==> config.mk <==
export PLATFORM = sky130hd
export DESIGN_NAME = vga_scaled_timing_gen
export DESIGN_NICKNAME = d
export VERILOG_FILES = /design/src/rtl/vga_pkg.sv /design/src/rtl/vga_delay_line.sv /design/src/rtl/vga_scaled_timing_gen.sv
export SDC_FILE = /design/constraint.sdc
export NUM_CORES = 1
export LEC_CHECK = 0
export CORE_ASPECT_RATIO = 0.75
export CORE_MARGIN = 2
export CORE_UTILIZATION = 40
export CTS_CLUSTER_SIZE = 40
export DETAILED_ROUTE_END_ITERATION = 7
export GPL_TIMING_DRIVEN = 0
export SETUP_SLACK_MARGIN = 0.02
export SYNTH_ARGS = -nofsm -noshare
export SYNTH_HDL_FRONTEND = slang
export SYNTH_SLANG_ARGS = --single-unit
==> constraint.sdc <==
create_clock -name CLOCK_50 -period 7.34 [get_ports CLOCK_50]
set_clock_uncertainty 0.2 [all_clocks]
set_input_delay 1.835 -clock CLOCK_50 [delete_from_list [all_inputs] [get_ports CLOCK_50]]
set_output_delay 1.835 -clock CLOCK_50 [all_outputs]
set_load 0.01 [all_outputs]
==> src/rtl/vga_pkg.sv <==
// vga_pkg: shared definitions for the scaled VGA timing generator.
//   - 640x480@60 timing constants (pixel periods / lines)
//   - rgb888_t colour struct and the 8-entry colour-bar table
//   - timing_flags_t: per-pixel flags carried through the latency delay line
//   - block_size(): integer scale factor that fits the logical frame in the
//     active area on both axes
package vga_pkg;

    localparam int VGA_H_ACTIVE = 640;
    localparam int VGA_H_FP     = 16;
    localparam int VGA_H_SYNC   = 96;
    localparam int VGA_H_BP     = 48;
    localparam int VGA_V_ACTIVE = 480;
    localparam int VGA_V_FP     = 10;
    localparam int VGA_V_SYNC   = 2;
    localparam int VGA_V_BP     = 33;

    typedef struct packed {
        logic [7:0] r;
        logic [7:0] g;
        logic [7:0] b;
    } rgb888_t;

    // All-zero is the blanked, sync-inactive state, so an async clear of the
    // delay line flushes it to blank.
    typedef struct packed {
        logic sof;      // counter at pixel (0,0)
        logic vblank;   // line >= V_ACTIVE
        logic win;      // inside the scaled logical window
        logic active;   // inside the active display area
        logic vs;       // vertical sync asserted (polarity applied later)
        logic hs;       // horizontal sync asserted (polarity applied later)
    } timing_flags_t;

    // white, yellow, cyan, green, magenta, red, blue, black
    localparam rgb888_t BAR_COLOURS [8] = '{
        '{8'hFF, 8'hFF, 8'hFF},
        '{8'hFF, 8'hFF, 8'h00},
        '{8'h00, 8'hFF, 8'hFF},
        '{8'h00, 8'hFF, 8'h00},
        '{8'hFF, 8'h00, 8'hFF},
        '{8'hFF, 8'h00, 8'h00},
        '{8'h00, 8'h00, 8'hFF},
        '{8'h00, 8'h00, 8'h00}
    };

    function automatic int block_size(input int h_act, input int w,
                                      input int v_act, input int h);
        int bx;
        int by;
        bx = h_act / w;
        by = v_act / h;
        return (bx < by) ? bx : by;
    endfunction

endpackage

==> src/rtl/vga_delay_line.sv <==
// vga_delay_line: WIDTH-bit, DEPTH-stage shift register advancing on i_en,
// asynchronously cleared to zero. DEPTH==0 is a combinational pass-through.
//   i_clk  clock
//   i_rst  asynchronous active-high clear
//   i_en   shift enable
//   i_d    stage input
//   o_q    output, DEPTH enabled shifts after i_d
module vga_delay_line #(
    parameter int WIDTH = 1,
    parameter int DEPTH = 1
) (
    input  logic             i_clk,
    input  logic             i_rst,
    input  logic             i_en,
    input  logic [WIDTH-1:0] i_d,
    output logic [WIDTH-1:0] o_q
);

    generate
        if (DEPTH == 0) begin : g_thru
            assign o_q = i_d;
        end else begin : g_sr
            logic [DEPTH-1:0][WIDTH-1:0] r_sr;

            always_ff @(posedge i_clk or posedge i_rst) begin
                if (i_rst) begin
                    r_sr <= '0;
                end else if (i_en) begin
                    r_sr[0] <= i_d;
                    for (int i = 1; i < DEPTH; i++) r_sr[i] <= r_sr[i-1];
                end
            end

            assign o_q = r_sr[DEPTH-1];
        end
    endgenerate

endmodule

==> src/rtl/vga_scaled_timing_gen.sv <==
// vga_scaled_timing_gen: programmable VGA timing with a clock-enable pixel
// divider, integer-scaled centred logical x/y and pixel-source latency
// compensation.
//   CLOCK_50            system clock (only clock)
//   reset               asynchronous active-high reset
//   r, g, b             pixel colour for x/y, valid PIX_LATENCY pixels later
//   x, y                registered logical column/row
//   VGA_R/G/B           DAC colour, 0 outside the logical window
//   VGA_CLK             pixel clock, rising edge mid-pixel
//   VGA_BLANK_N         low outside the active area
//   VGA_HS, VGA_VS      syncs, active level HS_POL / VS_POL
//   VGA_SYNC_N          constant 0
//   vblank              high while the displayed line is >= V_ACTIVE
//   frame_start         one-cycle pulse when pixel (0,0) reaches the pins
// Optional build macro VGA_TEST_PATTERN_EN adds input pattern_sel, which
// replaces the colour with 8 vertical bars across the logical width.
module vga_scaled_timing_gen
    import vga_pkg::*;
#(
    parameter int WIDTH       = 640,
    parameter int HEIGHT      = 480,
    parameter int H_ACTIVE    = VGA_H_ACTIVE,
    parameter int H_FP        = VGA_H_FP,
    parameter int H_SYNC      = VGA_H_SYNC,
    parameter int H_BP        = VGA_H_BP,
    parameter int V_ACTIVE    = VGA_V_ACTIVE,
    parameter int V_FP        = VGA_V_FP,
    parameter int V_SYNC      = VGA_V_SYNC,
    parameter int V_BP        = VGA_V_BP,
    parameter int CLK_DIV     = 2,
    parameter int PIX_LATENCY = 1,
    parameter bit HS_POL      = 1'b0,
    parameter bit VS_POL      = 1'b0
) (
    input  logic       CLOCK_50,
    input  logic       reset,
    input  logic [7:0] r,
    input  logic [7:0] g,
    input  logic [7:0] b,
`ifdef VGA_TEST_PATTERN_EN
    input  logic       pattern_sel,
`endif
    output logic [9:0] x,
    output logic [8:0] y,
    output logic [7:0] VGA_R,
    output logic [7:0] VGA_G,
    output logic [7:0] VGA_B,
    output logic       VGA_CLK,
    output logic       VGA_BLANK_N,
    output logic       VGA_HS,
    output logic       VGA_VS,
    output logic       VGA_SYNC_N,
    output logic       vblank,
    output logic       frame_start
);

    localparam int H_TOTAL  = H_ACTIVE + H_FP + H_SYNC + H_BP;
    localparam int V_TOTAL  = V_ACTIVE + V_FP + V_SYNC + V_BP;
    localparam int HW       = $clog2(H_TOTAL);
    localparam int VW       = $clog2(V_TOTAL);
    localparam int DW       = $clog2(CLK_DIV);
    localparam int BLOCK    = block_size(H_ACTIVE, WIDTH, V_ACTIVE, HEIGHT);
    localparam int BW       = (BLOCK > 1) ? $clog2(BLOCK) : 1;
    localparam int X_SPAN   = WIDTH * BLOCK;
    localparam int Y_SPAN   = HEIGHT * BLOCK;
    localparam int X_START  = (H_ACTIVE - X_SPAN) / 2;
    localparam int Y_START  = (V_ACTIVE - Y_SPAN) / 2;
    localparam int HS_START = H_ACTIVE + H_FP;
    localparam int VS_START = V_ACTIVE + V_FP;
    localparam int FL_W     = $bits(timing_flags_t);
`ifdef VGA_TEST_PATTERN_EN
    localparam int DL_W     = FL_W + 10;
`else
    localparam int DL_W     = FL_W;
`endif

    generate
        if (BLOCK == 0) begin : g_bad_block
            $error("vga_scaled_timing_gen: logical frame larger than active area");
        end
    endgenerate

    // ---------------- pixel clock-enable divider ----------------
    logic [DW-1:0] r_dcnt;
    logic [DW-1:0] w_dcnt_nxt;
    logic          w_pix_ce;
    logic          r_vga_clk;

    assign w_pix_ce   = int'(r_dcnt) == CLK_DIV - 1;
    assign w_dcnt_nxt = w_pix_ce ? '0 : r_dcnt + DW'(1);

    // Compare against the next divider value so VGA_CLK tracks r_dcnt
    // exactly while still coming straight from a flop.
    always_ff @(posedge CLOCK_50 or posedge reset) begin
        if (reset) begin
            r_dcnt    <= '0;
            r_vga_clk <= 1'b0;
        end else begin
            r_dcnt    <= w_dcnt_nxt;
            r_vga_clk <= int'(w_dcnt_nxt) >= CLK_DIV / 2;
        end
    end

    // ---------------- h/v counters ----------------
    logic [HW-1:0] r_hcnt;
    logic [HW-1:0] w_hcnt_nxt;
    logic [VW-1:0] r_vcnt;
    logic [VW-1:0] w_vcnt_nxt;
    logic          w_hwrap;
    logic          w_vwrap;

    assign w_hwrap    = int'(r_hcnt) == H_TOTAL - 1;
    assign w_vwrap    = int'(r_vcnt) == V_TOTAL - 1;
    assign w_hcnt_nxt = w_hwrap ? '0 : r_hcnt + HW'(1);
    assign w_vcnt_nxt = !w_hwrap ? r_vcnt : (w_vwrap ? '0 : r_vcnt + VW'(1));

    always_ff @(posedge CLOCK_50 or posedge reset) begin
        if (reset) begin
            r_hcnt <= '0;
            r_vcnt <= '0;
        end else if (w_pix_ce) begin
            r_hcnt <= w_hcnt_nxt;
            r_vcnt <= w_vcnt_nxt;
        end
    end

    // ---------------- logical x/y ----------------
    // x/y are loaded from the *next* counter values so that, like the
    // counters, they describe the pixel of the current pixel period.
    logic [9:0]    r_x;
    logic [8:0]    r_y;
    logic [BW-1:0] r_xsub;
    logic [BW-1:0] r_ysub;
    logic          w_hin_nxt;
    logic          w_vin_nxt;

    assign w_hin_nxt = int'(w_hcnt_nxt) >= X_START && int'(w_hcnt_nxt) < X_START + X_SPAN;
    assign w_vin_nxt = int'(w_vcnt_nxt) >= Y_START && int'(w_vcnt_nxt) < Y_START + Y_SPAN;

    always_ff @(posedge CLOCK_50 or posedge reset) begin
        if (reset) begin
            r_x    <= '0;
            r_xsub <= '0;
        end else if (w_pix_ce) begin
            if (!w_hin_nxt || int'(w_hcnt_nxt) == X_START) begin
                r_x    <= '0;
                r_xsub <= '0;
            end else if (int'(r_xsub) == BLOCK - 1) begin
                r_xsub <= '0;
                if (int'(r_x) != WIDTH - 1) r_x <= r_x + 10'd1;
            end else begin
                r_xsub <= r_xsub + BW'(1);
            end
        end
    end

    always_ff @(posedge CLOCK_50 or posedge reset) begin
        if (reset) begin
            r_y    <= '0;
            r_ysub <= '0;
        end else if (w_pix_ce && w_hwrap) begin
            if (!w_vin_nxt || int'(w_vcnt_nxt) == Y_START) begin
                r_y    <= '0;
                r_ysub <= '0;
            end else if (int'(r_ysub) == BLOCK - 1) begin
                r_ysub <= '0;
                if (int'(r_y) != HEIGHT - 1) r_y <= r_y + 9'd1;
            end else begin
                r_ysub <= r_ysub + BW'(1);
            end
        end
    end

    // ---------------- counter-stage flags and latency delay ----------------
    timing_flags_t w_flags;
    timing_flags_t w_d_flags;
    logic [DL_W-1:0] w_dl_in;
    logic [DL_W-1:0] w_dl_out;

    always_comb begin
        w_flags        = '0;
        w_flags.hs     = int'(r_hcnt) >= HS_START && int'(r_hcnt) < HS_START + H_SYNC;
        w_flags.vs     = int'(r_vcnt) >= VS_START && int'(r_vcnt) < VS_START + V_SYNC;
        w_flags.active = int'(r_hcnt) < H_ACTIVE && int'(r_vcnt) < V_ACTIVE;
        w_flags.win    = int'(r_hcnt) >= X_START && int'(r_hcnt) < X_START + X_SPAN &&
                         int'(r_vcnt) >= Y_START && int'(r_vcnt) < Y_START + Y_SPAN;
        w_flags.vblank = int'(r_vcnt) >= V_ACTIVE;
        w_flags.sof    = r_hcnt == '0 && r_vcnt == '0;
    end

`ifdef VGA_TEST_PATTERN_EN
    logic [9:0] w_d_x;
    logic [2:0] w_bar;

    assign w_dl_in = {r_x, w_flags};
    assign {w_d_x, w_d_flags} = w_dl_out;
    assign w_bar = 3'((int'(w_d_x) * 8) / WIDTH);
`else
    assign w_dl_in   = w_flags;
    assign w_d_flags = w_dl_out;
`endif

    vga_delay_line #(
        .WIDTH (DL_W),
        .DEPTH (PIX_LATENCY)
    ) u_delay (
        .i_clk (CLOCK_50),
        .i_rst (reset),
        .i_en  (w_pix_ce),
        .i_d   (w_dl_in),
        .o_q   (w_dl_out)
    );

    // ---------------- output stage ----------------
    rgb888_t w_rgb;
    rgb888_t r_rgb;
    logic    r_blank_n;
    logic    r_hs;
    logic    r_vs;
    logic    r_vblank;
    logic    r_frame_start;

    always_comb begin
        w_rgb = '{r: r, g: g, b: b};
`ifdef VGA_TEST_PATTERN_EN
        if (pattern_sel) w_rgb = BAR_COLOURS[w_bar];
`endif
    end

    always_ff @(posedge CLOCK_50 or posedge reset) begin
        if (reset) begin
            r_rgb     <= '0;
            r_blank_n <= 1'b0;
            r_hs      <= ~HS_POL;
            r_vs      <= ~VS_POL;
            r_vblank  <= 1'b0;
        end else if (w_pix_ce) begin
            r_rgb     <= (w_d_flags.win && w_d_flags.active) ? w_rgb : '0;
            r_blank_n <= w_d_flags.active;
            r_hs      <= w_d_flags.hs ? HS_POL : ~HS_POL;
            r_vs      <= w_d_flags.vs ? VS_POL : ~VS_POL;
            r_vblank  <= w_d_flags.vblank;
        end
    end

    // Pulse lasts exactly one CLOCK_50 cycle after the edge that puts (0,0)
    // on the pins.
    always_ff @(posedge CLOCK_50 or posedge reset) begin
        if (reset) r_frame_start <= 1'b0;
        else       r_frame_start <= w_pix_ce && w_d_flags.sof;
    end

    assign x           = r_x;
    assign y           = r_y;
    assign VGA_R       = r_rgb.r;
    assign VGA_G       = r_rgb.g;
    assign VGA_B       = r_rgb.b;
    assign VGA_CLK     = r_vga_clk;
    assign VGA_BLANK_N = r_blank_n;
    assign VGA_HS      = r_hs;
    assign VGA_VS      = r_vs;
    assign VGA_SYNC_N  = 1'b0;
    assign vblank      = r_vblank;
    assign frame_start = r_frame_start;

endmodule

# --- Word-level counts from Yosys, hierarchy flattened ---
# Cells that the tools add are included.
classes:
  add_sub_neg: 7
  n_lt_le_gt_ge: 10
  n_reduce_logical: 19
  muxes: 17
  eq_ne: 6
op_table:
  columns: ["cell", "count"]
  rows:
  - ["$mux 10", 6]
  - ["$logic_not 10->1", 4]
  - ["$add 10x1->10 const B", 3]
  - ["$lt 10x10->1 const B", 3]
  - ["$lt 10x9->1 const B", 3]
  - ["$mux 9", 3]
  - ["$mux 24", 1]
  - ["$ge 10x9->1 const B", 2]
  - ["$eq 10x10->1 const B", 1]
  - ["$eq 10x9->1 const B", 1]
  - ["$ge 10x10->1 const B", 1]
  - ["$ne 10x10->1 const B", 1]
  - ["$add 9x1->9 const B", 1]
  - ["$ne 9x7->1 const B", 1]
  - ["$logic_and 1x1->1", 7]
  - ["$mux 1", 7]
  - ["$reduce_and 3->1", 2]
  - ["$ne 2x1->1 const B", 2]
  - ["$reduce_bool 2->1", 2]
  - ["$add 1x1->1 const B", 3]
  - ["$logic_not 1->1", 2]
  - ["$logic_or 1x1->1", 2]
  - ["$ge 1x1->1 const B", 1]
word_totals:
  out_inout_bits: 50
  word_cells: 76
  ff_bits: 78
  input_bits: 26

# --- Depth between registers and ports, before layout ---
logic_depth:
  depth_word: 8
  mapped_depth: 12
  depth_no_buf: 10

# --- Modules after synthesis ---
# From an unflattened synthesis, not the netlist that was laid out.
hier_totals:
  cells_unflattened: 389
  area_unflattened_um2: 3877.5
modules_own_cells:
  columns: ["module", "area_per_inst_um2", "seq_area_each_um2", "cells_per_inst", "n_inst"]
  rows:
  - ["vga_scaled_timing_gen", 3622.2, 1729.2, 375, 1]
  - ["vga_delay_line", 255.2, 150.1, 14, 1]

# --- Worst setup path after synthesis ---
# No wires, ideal clock.
synth_path:
  kind: "reg-to-reg"
  startpoint: "register r_vcnt[0]"
  endpoint: "register r_y[3] (netlist: y[3])"
  setup_time_ps: 126
  arrival_time_ps: 2538
  period_less_slack_ps: 2864
  path_buffers: 2
  stages_incl_launch_ff: 13
  setup_slack_ps: 4476
  required_ps: 7014
  cell_sequence: "dfrtp_1 > clkbuf_1 > inv_1 > ha_1 > or4b_1 > nor3_4 > a21o_1 > o311ai_0 > a21oi_1 > a21oi_2 > buf_6 > and3_1 > a221o_1"
synth_via:
  elab_chain_cells: 8
  word_cells_on_any_way: 12
  cone_classes: "1 x add/sub; 1 x order compare; 2 x eq/ne; 3 x mux; 5 x reduce/logical"
synth_lines:
  columns: ["item", "line_no", "source"]
  rows:
  - ["from (decl)", "vga_scaled_timing_gen.sv:107", "logic [VW-1:0] r_vcnt;"]
  - ["from (signal assigned)", "vga_scaled_timing_gen.sv:123", "r_vcnt <= w_vcnt_nxt;"]
  - ["$add 10x1->10 or $eq 10x10->1 (tied branches)", "vga_scaled_timing_gen.sv:115, vga_scaled_timing_gen.sv:113", null]
  - ["$mux 10", "vga_scaled_timing_gen.sv:115", "assign w_vcnt_nxt = !w_hwrap ? r_vcnt : (w_vwrap ? '0 : r_vcnt + VW'(1));"]
  - ["$mux 10 (*)", "vga_scaled_timing_gen.sv:115", null]
  - ["$lt 10x9->1", "vga_scaled_timing_gen.sv:138", "assign w_vin_nxt = int'(w_vcnt_nxt) >= Y_START && int'(w_vcnt_nxt) < Y_START + Y_SPAN;"]
  - ["$logic_not 1->1", "vga_scaled_timing_gen.sv:162", "if (!w_vin_nxt || int'(w_vcnt_nxt) == Y_START) begin"]
  - ["$logic_or 1x1->1 (*)", "vga_scaled_timing_gen.sv:162", null]
  - ["$ne 2x1->1 (no line) or $reduce_bool 2->1 (tied branches)", null, null]
  - ["$reduce_and 3->1 (no line)", null, null]
  - ["to (decl)", "vga_scaled_timing_gen.sv:131", "logic [8:0] r_y;"]
# Every way passes the cells marked *; elsewhere a longest branch is shown, timed or not.
# A chain may end at the register's enable or synchronous reset.

# --- Worst setup path after layout ---
layout_path:
  startpoint: "register r_hs (netlist: VGA_HS)"
  endpoint: "output port VGA_HS"
layout_lines:
  columns: ["item", "line_no", "source"]
  rows:
  - ["from (decl)", "vga_scaled_timing_gen.sv:218", "logic r_hs;"]
  - ["from (signal assigned)", "vga_scaled_timing_gen.sv:234", "r_hs <= ~HS_POL;"]
  - ["from (signal assigned)", "vga_scaled_timing_gen.sv:240", "r_hs <= w_d_flags.hs ? HS_POL : ~HS_POL;"]
  - ["to (decl)", "vga_scaled_timing_gen.sv:50", "output logic VGA_HS,"]
# No word-level cell between the ends.

==> impl_metrics.yaml <==
sta:
  fin_crit_ns: 3.420
  hold_violations: 0
  setup_viol: 0
  layout_setup_ws_ns: 3.920
  worst_slew_margin_rel_pct: 47.03
  setup_tns_ns: 0
  finalCritPeriodShare_pct: 46.60
  rsz0062_at_grt: "no"
  final_max_slew_viol_count: 0
  tightest_slew_ns: 0.7873
  fmax_mhz: 292.4
global_route:
  grt_pass1_wl_mm: 15.34
  grt_start_max_net_pins: 58
  grt_overflow_total: 0
  grt_pass1_vias: 3000
  antenna_found_initial: 0
  globalRouteTotalUtil_pct: 18.41
route:
  first_iter_violations: 260
  vias: 3331
  firstDrtPassIters: 5
  ant_nets: 0
  routed_wl_mm: 9.586
  vias_per_cell: 5.304
  wl_per_cell_um: 15.26
  drc_errors: 0
outcome:
  outcome: "finished, final reports clean"
clock_network:
  cts_resized: 0
  cts.clk_slew.worst_paths_ns: 0.06
  cts_buffers: 9
  clock-sinks: 74
  clk_path_buf_depth: 2
  clkLatencyLatePin_ns: 0.33
  root_buffer: "clkbuf_16"
  post_cts_buffers: 0
  cts_hold_buffers: 0
  cts_tree: "built"
  htreeDepth: 3
power:
  clkPwrFrac_pct: 50.2
  power_leakage_nw: 2.215
  swShare_pct: 20.12
  peakVddDrop_mv: 0.1352
  switchingPower_w: 0.0001884
  p_per_area_mw_per_mm2: 181.7
  intPower_w: 0.0007480
  power_frac_comb_pct: 5.1
  pwr-share-seq_pct: 44.7
placement:
  port_buffers: 74
  dpl_cell_area_mm2: 0.004835
  dp_hpwl_mm: 6.897
  gp_congestion: 0.8840
  pre_cts_slack_ns: 4.059
die:
  die_h_um: 89.50
  die_area_mm2: 0.01056
  coreArea_mm2: 0.009580
  start_util_pct: 40.69
  ios: 76
  num_rows: 31
  die_w_um: 118
yosys:
  syn_nets: 439
  yosysSeqAreaShare_pct: 47.56
  synth-simple-area-share_pct: 21.53
  synthCells: 406
  synth-adder-area-share_pct: 2.246
  synthesis.area_mm2: 0.003899
  async_flop_share_pct: 100.0
  synth_top_family_by_area: "simple AND/OR/NAND/NOR gates"
  synth_cell_types: 59
  synth-compound-area-share_pct: 18.23
  yosysWarnings: 0
  synthMuxAreaShare_pct: 1.990
  synth-edff-count: 0
  synth-xor-area-share_pct: 2.246
  ys_ff_latch: 74
  synth_flop_cell: "dfrtp_1"
  postSynthAreaPerCell_um2: 9.603
final_layout:
  insertedDiodeCount: 0
  layout-drive-gt1-share_pct: 10.48
  syn_to_final_growth_pct: 32.16
  fin_nets: 525
  nFillCells: 899
  regArea_mm2: 0.001854
  fin_area_mm2: 0.005152
  multi_input_area_mm2: 0.001807
critical_path:
  crit_required_ns: 5.31
  worst-path-buf-inv: 1
  critPathSlowestCell: "clkdlybuf4s50_1"
  path_max_fanout: 2
  rr_worst_depth: 10
  cp_cell_sequence: "clkdlybuf4s50_1"
  max_stage_delay_ns: 0.54
  crit_type: "reg2out"
  crit_cells: 1
  critPathLaunchType: "flip-flop"
  critPathCaptureType: "output pin"
  cp_top_family: "buffers and inverters"
  arrival_ns: 1.39
hold_path:
  hold_path_class: "reg2reg"
  worstHoldPathCells: 1
job:
  drv_cap: 0
-- worst paths after layout --
check,startpoint,to,slack (ns)
hold / removal,VGA_BLANK_N$_DFFE_PP0P_,VGA_BLANK_N$_DFFE_PP0P_,0.29
max in group asynchronous,reset,VGA_VS$_DFFE_PP1P_,4.72
setup / recovery,VGA_HS$_DFFE_PP1P_,VGA_HS,3.92
min in group asynchronous,reset,VGA_B[6]$_DFFE_PP0P_,1.61
hold reg to reg,VGA_BLANK_N$_DFFE_PP0P_,VGA_BLANK_N$_DFFE_PP0P_,0.29
setup reg to reg,r_hcnt[0]$_DFFE_PP0P_,y[5]$_DFFE_PP0P_,4.01
-- state kept, by name (all words and copies together), names as in the netlist, 5 cells and up --
name,flops
r_hcnt,10
VGA_B,8
r_vcnt,10
u_delay.o_q,5
VGA_G,8
y,9
x,10
VGA_R,8
-- through the flow --
stage | power [W] | std cells | utilization, % | hold WS, ns
3_5_place_dp | 0.0004743 | 613 | 50.46 | 0.2780
4_1_cts | 0.0009518 | 628 | 53.78 | 0.2961
6_report | 0.0009364 | 628 | 53.78 | 0.2950
3_3_place_gp | 0.0004716 | 612 | 50.15 | 0.2663
2_1_floorplan | 0.0004409 | 406 | - | 0.2597
5_1_grt | 0.0009715 | 628 | 53.78 | 0.3285
-- area by class of cell --
cell class / count / share of cell area (%)
Inverter: 20 / 1.506
Timing Repair Buffer: 75 / 14.91
Clock inverter: 5 / 1.530
Sequential cell: 74 / 35.99
Multi-Input combinational cell: 282 / 35.07
Buffer: 30 / 3.157
Tap cell: 132 / 3.205
Clock buffer: 10 / 4.638
-- per-layer routing --
metal | part of all wire (%) | track usage [%] | up-vias
li1 | - | - | 1638
met3 | 4.7 | 4.528 | 2
met1 | 50 | 26.88 | 1620
met5 | 0 | 0 | -
met2 | 44 | 26.85 | 71
met4 | 0.42 | 6.134 | 0
-- kinds of logic (layout without fill, tap and decap cells) --
kind of cell / after synthesis / after routing
compound gates: 102 / 102
xor+xnor: 10 / 10
fa+ha+maj: 7 / 7
buf+inv: 50 / 140
flops: 74 / 74
mux: 7 / 7
other cells: 1 / 1
simple gates: 155 / 155
-- synth_stat cells (2+ instances only) --
cell | instances | area share (%)
ha_1 | 7 | 2.2
inv_1 | 20 | 1.9
nand4_1 | 13 | 2.1
a21o_1 | 2 | 0.38
mux2_2 | 6 | 1.7
or2_2 | 2 | 0.32
buf_4 | 6 | 1.2
nor4_1 | 7 | 1.1
nor3_1 | 9 | 1.2
nand4b_1 | 2 | 0.45
nor2_1 | 29 | 2.8
buf_2 | 4 | 0.51
a21oi_1 | 14 | 1.8
o21ai_0 | 29 | 3.7
nand3_1 | 24 | 3.1
or4_4 | 2 | 0.58
nand2_1 | 41 | 3.9
buf_1 | 2 | 0.19
nor2b_1 | 2 | 0.32
and3_1 | 4 | 0.64
or3_1 | 4 | 0.64
and2_1 | 2 | 0.32
o31ai_1 | 6 | 1.2
a211oi_1 | 2 | 0.38
o22ai_1 | 4 | 0.64
buf_6 | 3 | 0.87
xnor2_1 | 9 | 2.0
a31oi_1 | 4 | 0.64
o311ai_0 | 5 | 1.1
a22o_1 | 26 | 5.8
nor3b_1 | 2 | 0.38
dfstp_2 | 2 | 1.3
clkbuf_1 | 15 | 1.4
dfrtp_1 | 72 | 46
-- power by group through the flow --
| stage | Clock [W] | Sequential (W) | Combinational [W] |
|---|---|---|---|
| after floorplan | 0 | 0.000429 | 0.0000120 |
| after global placement | 0 | 0.000426 | 0.0000459 |
| after detailed placement | 0 | 0.000426 | 0.0000486 |
| after CTS | 0.000485 | 0.000418 | 0.0000486 |
| after global routing | 0.000501 | 0.000419 | 0.0000517 |
| final | 0.000470 | 0.000419 | 0.0000473 |
-- cells in the final DEF (no fill, tap or decap), types with 3 or more instances in the layout --
cell             synthesis  final
a21oi_1                 14     14
a22o_1                  26     26
a31oi_1                  4      4
and3_1                   4      4
buf_2                    4      4
buf_4                    6      6
buf_6                    3      3
clkbuf_1                15     15
clkbuf_16                0      9
clkdlybuf4s50_1          0     74
dfrtp_1                 72     72
ha_1                     7      7
inv_1                   20     19
mux2_2                   6      6
nand2_1                 41     41
nand3_1                 24     24
nand4_1                 13     13
nor2_1                  29     29
nor3_1                   9      9
nor4_1                   7      7
o21ai_0                 29     29
o22ai_1                  4      4
o311ai_0                 5      5
o31ai_1                  6      6
or3_1                    4      4
xnor2_1                  9      9
Note: power is estimated with default switching activity, not from simulation.
==> patch, RTL diff (config.mk and constraints unchanged) <==
Set the package constant `VGA_V_BP` to 66 (it was 33).
--- a/src/rtl/vga_pkg.sv
+++ b/src/rtl/vga_pkg.sv
@@ -15,3 +15,3 @@
     localparam int VGA_V_SYNC   = 2;
-    localparam int VGA_V_BP     = 33;
+    localparam int VGA_V_BP     = 66;
 
Behaviour: no difference found for any inputs over 10 cycles, from zero or initial values and one cycle with reset high; that may be too few to reach the edited logic, so the function may still have changed.
==> patch against the unedited design <==
Sequential cell count unchanged; design area decreased by 1.3%; worst setup slack worse by 0.19 ns; wire length is 2.4% higher; critical path depth is 8 higher; count of clock-buffer cells in the layout grew 1; total power up 0.14%; via count shrank 1.1%; first-iteration DRC count fell by 32%; synthesized area decreased by 1.6%; fmax down 5.3%; die area decreased by 1.5%; sequential share of layout area increased by 0.46 points; largest power group unchanged.
==> patch: results (changes against the unedited design) <==
GRT:
- The pin count of the biggest net entering global routing is 63 (+8.6%).
- The number of antenna violations at the first check in global routing came to 0 (unchanged).
- The global-route total usage across every layer is 0.2040 (+0.01992).
- The first-pass GRT wire length came to 16.24 mm (+5.8%).
- The via count of the first global-routing pass is 3,145 (+4.8%).

Drt:
- The via count of the routed design was 3,296 (-1.1%).
- The starting DRC count in detailed routing is 178 (-32%).
- The detailed-router iteration count before antenna repair is 4 (-1).
- The final wirelength is 9.814 mm (+2.4%).

Final layout:
- The total number of nets in the final design is 511 (-2.7%).
- The number of antenna repair diodes is 0 (unchanged).
- The share of final-layout standard cells stronger than drive strength 1 came to 0.09336 (-0.01148).
- The final cell count without fillers is 610 (-2.9%).
- The total of fill cells in the finished design came to 835 (-7.1%).

Critical path:
- The longest individual stage delay on the worst path is 0.70 ns (+0.16 ns).
- The highest net fanout along the worst path is 9 (+7).
- In this design, the largest share of critical-path delay is due to simple AND/OR/NAND/NOR gates.
- The highest-delay cell along the critical path is sky130_fd_sc_hd__a2111oi_1.
- The data arrival time at the worst-slack endpoint is 3.69 ns (+2.30 ns).

Clocking:
- The setup fix buffers added after clock tree synthesis is 0 (unchanged).
- The hold-fix buffer count after cts is 0 (unchanged).
- The master cell of the clock root buffer is sky130_fd_sc_hd__clkbuf_16.
- The clock slew at the register clock pins of the worst setup and hold paths was 0.06 ns (about the same).
- The later pin in the worst-skew pair is clocked with a latency of 0.34 ns.
- The CTS H-tree depth is 3 (unchanged).
- The maximum buffer depth of the clock tree is 2 (unchanged).
- The total of cells resized after clock tree synthesis is 0 (unchanged).

Synth:
- The share of the yosys chip area belonging to registers came to 0.4834 (+0.007756).
- Ranked by instance count, the synthesized netlist is headed by sky130_fd_sc_hd__dfrtp_1, sky130_fd_sc_hd__nand2_1, sky130_fd_sc_hd__o21ai_0.
- Ranked by total cell area, the synthesized netlist is headed by sky130_fd_sc_hd__dfrtp_1, sky130_fd_sc_hd__a22o_1, sky130_fd_sc_hd__nand2_1.
- The instance count of the mapped netlist was 391 (-3.7%).
- The number of nets in the synthesized netlist was 425 (-3.2%).
- The adder and majority cell fraction of the synthesized area came to 0.02609 (+0.003628).
- The fraction of synthesized area in multiplexers was 0.01924 (-0.0006540).
- The count of synthesis-stage warnings from yosys is 0 (unchanged).
- The area share of xor/xnor cells in the synthesized design is 0.02511 (+0.002649).
- The number of distinct standard cells referenced by the synthesized netlist is 58 (-1.7%).
- The area fraction in compound gates after synthesis came to 0.2065 (+0.02417).

Pwr:
- The leakage power total is 2.151 nW (-2.9%).
- The maximum resistive drop on vdd is 0.1401 mV (+3.6%).

Placed design:
- The post-DP HPWL is 7.024 mm (+1.8%).
- The number of cells in the design after placement came to 594 (-3.1%).
- The placed instance area is 4767 um^2 (-1.4%).
- The routability-driven placement congestion ratio is 0.8666 (-2.0%).
- The number of port buffers is 74 (unchanged).

STA:
- The slew of the pin with the lowest slew margin is 0.9642 ns (+0.1769 ns).

Run status:
- The run finished with clean final reports.
==> patch: metrics by stage <==
| stage | setup WS, ns | util |
|---|---|---|
| floorplan | 3.427 | - |
| global placement | 2.119 | 0.5151 |
| global route | 3.608 | 0.5532 |
| CTS | 3.775 | 0.5532 |
| finish | 3.728 | 0.5532 |
| detailed placement | 3.835 | 0.5184 |
==> patch: worst register-to-register path: cells and delay by family (launching register included) <==
family / cells / cell delay [ns]
AO/OA/AOI/OAI: 3 / 1.03
adder cells (fa/ha/maj): 1 / 0.30
flip-flops: 1 / 0.39
multiplexers: 2 / 0.41
AND/OR/NAND/NOR: 3 / 1.23
==> patch: area by class of cell <==
type | count | share of cell area
flip-flops and latches | 74 | 0.3645
multi-input cells | 279 | 0.3564
repair buffers | 75 | 0.1510
clock buffers | 11 | 0.04771
well taps | 128 | 0.03148
plain buffers | 27 | 0.02509
clock inverters | 5 | 0.01525
inverters | 11 | 0.008608
==> patch: path summary, 6_finish.rpt <==
check,slack [ns],depth (start not counted),startpoint,to
max reg2reg,3.73,9,r_hcnt[0],y[0]
max in group asynchronous,4.77,3,reset,VGA_VS
max,3.73,9,r_hcnt[0],y[0]
min,0.30,1,u_delay.o_q[5],u_delay.o_q[5]
min reg2reg,0.30,1,u_delay.o_q[5],u_delay.o_q[5]
min in group asynchronous,1.56,2,reset,r_hcnt[4]
==> patch: cells by family after synthesis <==
| kind of cell | count (synthesis) |
|---|---|
| compound gates | 109 |
| xor+xnor | 11 |
| fa+ha+maj | 8 |
| buf+inv | 38 |
| flops | 74 |
| mux | 6 |
| other cells | 1 |
| simple gates | 144 |
==> patch: layer usage <==
metal  wire length, um  share of wire  track usage  vias up
met5                 0              0            0        -
li1                  -              -            -     1599
met3               468          0.048      0.05685        6
met4                82         0.0084      0.04492        0
met1              5059           0.52       0.3114     1622
met2              4204           0.43       0.2874       69
==> patch: where the power goes <==
part           switching (mW)  internal [mW]  leakage [nW]
Clock                   0.166          0.306         0.156
Combinational          0.0183         0.0289          1.06
Sequential            0.00384          0.415         0.937
Total                   0.188          0.749          2.15
